==> config.mk <==
export PLATFORM = sky130hd
export DESIGN_NAME = gtx_qpll_refclk_supervisor
export DESIGN_NICKNAME = d
export VERILOG_FILES = /design/src/rtl/gtx_qpll_refclk_supervisor.sv
export SDC_FILE = /design/constraint.sdc
export NUM_CORES = 1
export LEC_CHECK = 0
export ABC_CLOCK_PERIOD_IN_PS = 8600
export CORE_MARGIN = 2
export CORE_UTILIZATION = 65
export DETAILED_ROUTE_END_ITERATION = 8
export DONT_BUFFER_PORTS = 1
export GPL_ROUTABILITY_DRIVEN = 0
export PLACE_DENSITY_LB_ADDON = 0.2
export SYNTH_ARGS = -nofsm -noshare
export SYNTH_HDL_FRONTEND = slang
export SYNTH_SLANG_ARGS = --single-unit
==> constraint.sdc <==
create_clock -name clk -period 8.6 [get_ports clk]
set_clock_uncertainty 0.1 [all_clocks]
set_input_delay 1.29 -clock clk [delete_from_list [all_inputs] [get_ports clk]]
set_output_delay 1.29 -clock clk [all_outputs]
set_load 0.1 [all_outputs]
==> src/rtl/gtx_qpll_refclk_supervisor.sv <==
`default_nettype none
// ============================================================================
// gtx_qpll_refclk_supervisor: QPLL power-down/reset/lock sequencer with a
// gated refclk-monitor frequency check.           Revision: 1.0
// ============================================================================
module gtx_qpll_refclk_supervisor #(
  parameter int WINDOW_CYCLES = 65536,
  parameter int CNT_W         = 17,
  parameter int EXP_MIN       = 10000,
  parameter int EXP_MAX       = 12000,
  parameter int PD_CYCLES     = 64,
  parameter int RST_CYCLES    = 32,
  parameter int LOCK_STABLE   = 16,
  parameter int LOCK_TIMEOUT  = 100000,
  parameter int MAX_RETRIES   = 3
) (
  input  logic             clk,
  input  logic             rst_n,
  input  logic             enable,
  input  logic             mon_in,
  input  logic             qplllock_in,
  output logic             qpllpd,
  output logic             qpllreset,
  output logic             ready,
  output logic [CNT_W-1:0] freq_count,
  output logic             freq_valid,
  output logic             freq_ok,
  output logic [3:0]       retry_count,
  output logic             fail
);

  localparam int WIN_W  = $clog2(WINDOW_CYCLES + 1);
  localparam int PH_MAX = (PD_CYCLES > RST_CYCLES) ? PD_CYCLES : RST_CYCLES;
  localparam int PH_W   = $clog2(PH_MAX + 1);
  localparam int TO_W   = $clog2(LOCK_TIMEOUT + 1);
  localparam int ST_W   = $clog2(LOCK_STABLE + 1);
  localparam logic [CNT_W-1:0] CNT_SAT = '1;

  typedef enum logic [2:0] {
    S_IDLE      = 3'd0,
    S_PWRDN     = 3'd1,
    S_RESET     = 3'd2,
    S_WAIT_LOCK = 3'd3,
    S_RUN       = 3'd4,
    S_FAIL      = 3'd5
  } state_t;

  logic mon_s1, mon_s2, mon_s3;
  logic lock_s1, lock_s2;
  logic mon_rise;

  always_ff @(posedge clk or negedge rst_n) begin
    if (!rst_n) begin
      mon_s1  <= 1'b0;
      mon_s2  <= 1'b0;
      mon_s3  <= 1'b0;
      lock_s1 <= 1'b0;
      lock_s2 <= 1'b0;
    end else begin
      mon_s1  <= mon_in;
      mon_s2  <= mon_s1;
      mon_s3  <= mon_s2;
      lock_s1 <= qplllock_in;
      lock_s2 <= lock_s1;
    end
  end

  assign mon_rise = mon_s2 & ~mon_s3;

  logic [WIN_W-1:0] win_cnt;
  logic [CNT_W-1:0] edge_count;
  logic [CNT_W-1:0] edge_total;
  logic             win_last;
  logic             total_in_range;

  // edge_total folds in an edge seen on the closing cycle of the window
  assign win_last       = (win_cnt == WIN_W'(WINDOW_CYCLES - 1));
  assign edge_total     = (mon_rise && (edge_count != CNT_SAT)) ? edge_count + CNT_W'(1) : edge_count;
  assign total_in_range = (edge_total != CNT_SAT) &&
                          (edge_total >= CNT_W'(EXP_MIN)) &&
                          (edge_total <= CNT_W'(EXP_MAX));

  always_ff @(posedge clk or negedge rst_n) begin
    if (!rst_n) begin
      win_cnt    <= '0;
      edge_count <= '0;
      freq_count <= '0;
      freq_valid <= 1'b0;
      freq_ok    <= 1'b0;
    end else if (!enable) begin
      win_cnt    <= '0;
      edge_count <= '0;
      freq_valid <= 1'b0;
      freq_ok    <= 1'b0;
    end else begin
      freq_valid <= win_last;
      if (win_last) begin
        win_cnt    <= '0;
        edge_count <= '0;
        freq_count <= edge_total;
        freq_ok    <= total_in_range;
      end else begin
        win_cnt    <= win_cnt + WIN_W'(1);
        edge_count <= edge_total;
      end
    end
  end

  state_t          state, state_d;
  logic [PH_W-1:0] phase_cnt, phase_d;
  logic [TO_W-1:0] timeout_cnt, timeout_d;
  logic [ST_W-1:0] stable_cnt, stable_d;
  logic [3:0]      retry_d;
  logic            lock_stable;
  logic            pd_d, reset_d, ready_d, fail_d;

  // stable_cnt saturates one short of LOCK_STABLE; the current lock cycle completes the run
  assign lock_stable = lock_s2 && (stable_cnt == ST_W'(LOCK_STABLE - 1));

  always_comb begin
    state_d   = state;
    phase_d   = phase_cnt;
    timeout_d = timeout_cnt;
    stable_d  = stable_cnt;
    retry_d   = retry_count;
    case (state)
      S_IDLE: begin
        state_d = S_PWRDN;
        phase_d = '0;
      end
      S_PWRDN: begin
        if (phase_cnt == PH_W'(PD_CYCLES - 1)) begin
          state_d = S_RESET;
          phase_d = '0;
        end else begin
          phase_d = phase_cnt + PH_W'(1);
        end
      end
      S_RESET: begin
        if (phase_cnt == PH_W'(RST_CYCLES - 1)) begin
          state_d   = S_WAIT_LOCK;
          phase_d   = '0;
          timeout_d = '0;
          stable_d  = '0;
        end else begin
          phase_d = phase_cnt + PH_W'(1);
        end
      end
      S_WAIT_LOCK: begin
        timeout_d = timeout_cnt + TO_W'(1);
        if (!lock_s2) begin
          stable_d = '0;
        end else if (stable_cnt != ST_W'(LOCK_STABLE - 1)) begin
          stable_d = stable_cnt + ST_W'(1);
        end
        // lock takes priority over a timeout landing on the same cycle
        if (lock_stable && freq_ok) begin
          state_d = S_RUN;
        end else if (timeout_cnt == TO_W'(LOCK_TIMEOUT - 1)) begin
          retry_d = retry_count + 4'd1;
          phase_d = '0;
          state_d = (retry_d == 4'(MAX_RETRIES)) ? S_FAIL : S_RESET;
        end
      end
      S_RUN: begin
        if (!lock_s2 || (freq_valid && !freq_ok)) begin
          state_d = S_RESET;
          phase_d = '0;
        end
      end
      S_FAIL: begin
        state_d = S_FAIL;
      end
      default: begin
        state_d = S_IDLE;
      end
    endcase
    if (!enable) begin
      state_d = S_IDLE;
      phase_d = '0;
      retry_d = '0;
    end
    pd_d    = (state_d == S_IDLE) || (state_d == S_PWRDN) || (state_d == S_FAIL);
    reset_d = pd_d || (state_d == S_RESET);
    ready_d = (state_d == S_RUN);
    fail_d  = (state_d == S_FAIL);
  end

  always_ff @(posedge clk or negedge rst_n) begin
    if (!rst_n) begin
      state       <= S_IDLE;
      phase_cnt   <= '0;
      timeout_cnt <= '0;
      stable_cnt  <= '0;
      retry_count <= '0;
      qpllpd      <= 1'b1;
      qpllreset   <= 1'b1;
      ready       <= 1'b0;
      fail        <= 1'b0;
    end else begin
      state       <= state_d;
      phase_cnt   <= phase_d;
      timeout_cnt <= timeout_d;
      stable_cnt  <= stable_d;
      retry_count <= retry_d;
      qpllpd      <= pd_d;
      qpllreset   <= reset_d;
      ready       <= ready_d;
      fail        <= fail_d;
    end
  end

endmodule
`default_nettype wire

==> impl_metrics.ini <==
[clocking]
clk_latency_ns = 0.37
clk_pin_slew_worst_paths_ns = 0.10
cts.sinks = 98
cts_max_path_buffers = 2
cts_buffers = 9
post_cts_resized = 0
cts_max_level = 3
cts_root_buf = clkbuf_8
cts_tree = built
cts_setup_buffers = 0
postCtsHoldBufs = 0

[finish]
nets = 525
area_growth_pct = 5.00
instances_no_fill = 615
final_cell_mix = dfrtp_1, nand2_1, nor2_1, o21ai_0, nand3_1
final_common_cell = dfrtp_1
diodes = 0
layout-drive-gt1-share_pct = 6.20

[worst_setup_path]
crit_arrival_ns = 3.53
reg2reg_setup_slack_ns = 5.24
ff2ff_path_depth = 10
crit_type = reg2reg
r2r-end = freq_ok
cp-end-kind = register
r2r_start = edge_count[0]
cp_data_required_time_ns = 8.77
start_kind = register
cp_max_fo = 11

[grt]
grt_max_degree = 99
grt-ovfl-total = 0
antenna_found_initial = 0
grt_pass1_vias = 3667
grt.total_usage_pct = 25.9
grt_pass1_wl_um = 17400

[logic_synthesis]
netlist_area_mm2 = 0.00496
yosysSeqAreaShare_pct = 49.5
yosys_register_bits = 98
netlist_instances = 525
ys_top_cells_by_area = dfrtp_1, o21ai_0, nand2_1, nor2_1, nand3_1
yosys.area.top_type = dfrtp_1
yosysWarningCount = 0
synthDistinctLibCells = 61
synth_edf_count = 0
async_flop_share_pct = 100
synth_top_cell_area_share_pct = 48.5
synth_flop_cell = dfrtp_1
synth_nets = 539
avgSynthCellArea_um2 = 9.44

[sta]
slew_viol_final = 0
slew_headroom_pct = 26.7
finalCritPeriodShare_pct = 39.0
worstMarginPinSlew_ns = 1.10
fin_crit_ns = 3.36
setup_viol = 0
rsz0062_at_grt = no
fmax_mhz = 298
setup_slack_ns = 5.24
fin_tns_setup_ns = 0
hold_viol = 0
whs_ns = 0.255

[status]
outcome = finished clean

[routing]
postRouteAntennaNets = 0
first_iter_violations = 312
vias_per_cell = 6.29
drcViolationCount = 0
routed_wl_um = 10100
wl_per_cell_um = 16.5
via_count = 3868
drt_pre_antenna_iters = 5

[pwr]
p_leak_nw = 2.29
p_per_area_mw_per_mm2 = 160
max-vdd-ir-drop_v = 0.0000996
total_power_w = 0.000831

[floorplan]
die_y_um = 91.3
initial_utilization_pct = 67.6
num_io_pins = 32
die-area_mm2 = 0.00834
placementRows = 31
coreArea_mm2 = 0.00733
die_x_um = 91.3

[place]
port_buffers = 0
dp_hpwl_um = 6860
pre_cts_ws_ns = 5.36
dp.cells = 599

[worst_hold_path]
hold_start = lock_s1
min_to = lock_s2
min_path_cells = 0
hp-class = reg2reg

[run]
max_cap_viol_count = 0
registers in the layout (all words and copies together), names as in the netlist:
register	flops
phase_cnt	7
mon_s1	1
ready	1
mon_s3	1
state	3
qpllpd	1
freq_count	17
lock_s2	1
timeout_cnt	17
freq_valid	1
edge_count	17
freq_ok	1
stable_cnt	5
retry_count	4
fail	1
qpllreset	1
lock_s1	1
mon_s2	1
win_cnt	17
area by class of cell:
| type | instances | area (µm²) |
|---|---|---|
| Clock buffer | 10 | 138 |
| Clock inverter | 6 | 96.3 |
| Fill cell | 534 | 2130 |
| Inverter | 11 | 41.3 |
| Multi-Input combinational cell | 391 | 2350 |
| Sequential cell | 98 | 2450 |
| Tap cell | 99 | 124 |
critical path, stage by stage, from the launching register on:
cell and delay (ns):
dfrtp_1 0.50, ha_1 0.36, nand3_1 0.28, nor3_1 0.09
ha_1 0.22, or3b_4 0.50, nor2_1 0.38, nand3_1 0.16
xnor2_1 0.18, a211o_1 0.29, o31ai_2 0.23
power by group:
group	switching [W]	leakage [nW]	internal (W)	total, W
Clock	0.000167	0.115	0.000175	0.000343
Combinational	0.0000108	0.832	0.00000663	0.0000174
Sequential	0.00000574	1.34	0.000465	0.000471
Total	0.000184	2.29	0.000647	0.000831
cell usage after synthesis, types with 2 or more instances:
library cell / instances
a41o_1: 2
a21oi_1: 10
o211ai_1: 2
nand2b_1: 2
nor2_2: 2
and4_1: 8
dfstp_2: 2
a31oi_1: 8
dfrtp_1: 96
inv_1: 11
o31ai_1: 2
nand4_1: 18
xnor2_1: 16
nand2_1: 61
clkbuf_1: 16
o21bai_1: 2
and2_1: 6
nand3_1: 37
xor2_1: 19
o2bb2ai_1: 2
nor3_1: 8
nor4b_2: 3
nor2b_1: 6
o22a_1: 3
o21ai_0: 50
a22o_1: 2
mux2i_1: 3
nor2_1: 60
buf_2: 6
o2111ai_1: 2
and4b_1: 3
nor4_1: 3
o22ai_1: 2
ha_1: 9
nand3b_1: 3
a211o_1: 2
and3_1: 14
kinds of logic (layout without fill, tap and decap cells):
family	Yosys count	count (layout)	synth area share [%]
compound gates	102	102	13.1
flops	98	98	49.5
mux	4	4	0.833
xor+xnor	35	35	6.18
buf+inv	36	27	3.05
fa+ha+maj	9	9	2.27
simple gates	241	241	25.0
per-stage QoR:
stage,util (%),instance area (µm²)
5_1_grt,71.0,5200
6_report,71.0,5200
3_5_place_dp,67.8,4970
2_1_floorplan,-,4960
3_3_place_gp,67.8,4970
4_1_cts,71.0,5200
how the worst max path moves through the flow:
stage | startpoint | end
after floorplan | edge_count[4] | freq_ok
after CTS | edge_count[0] | freq_ok
final | edge_count[0] | freq_ok
after global routing | edge_count[0] | freq_ok
after global placement | edge_count[0] | freq_ok
after detailed placement | edge_count[0] | freq_ok
routing by layer:
layer | track usage, % | part of all wire, %
met5 | 0 | 0
met4 | 8.59 | 1.3
met3 | 3.82 | 4.8
met2 | 41.2 | 48
met1 | 36.9 | 46
Power figures use the tool's default switching activity.
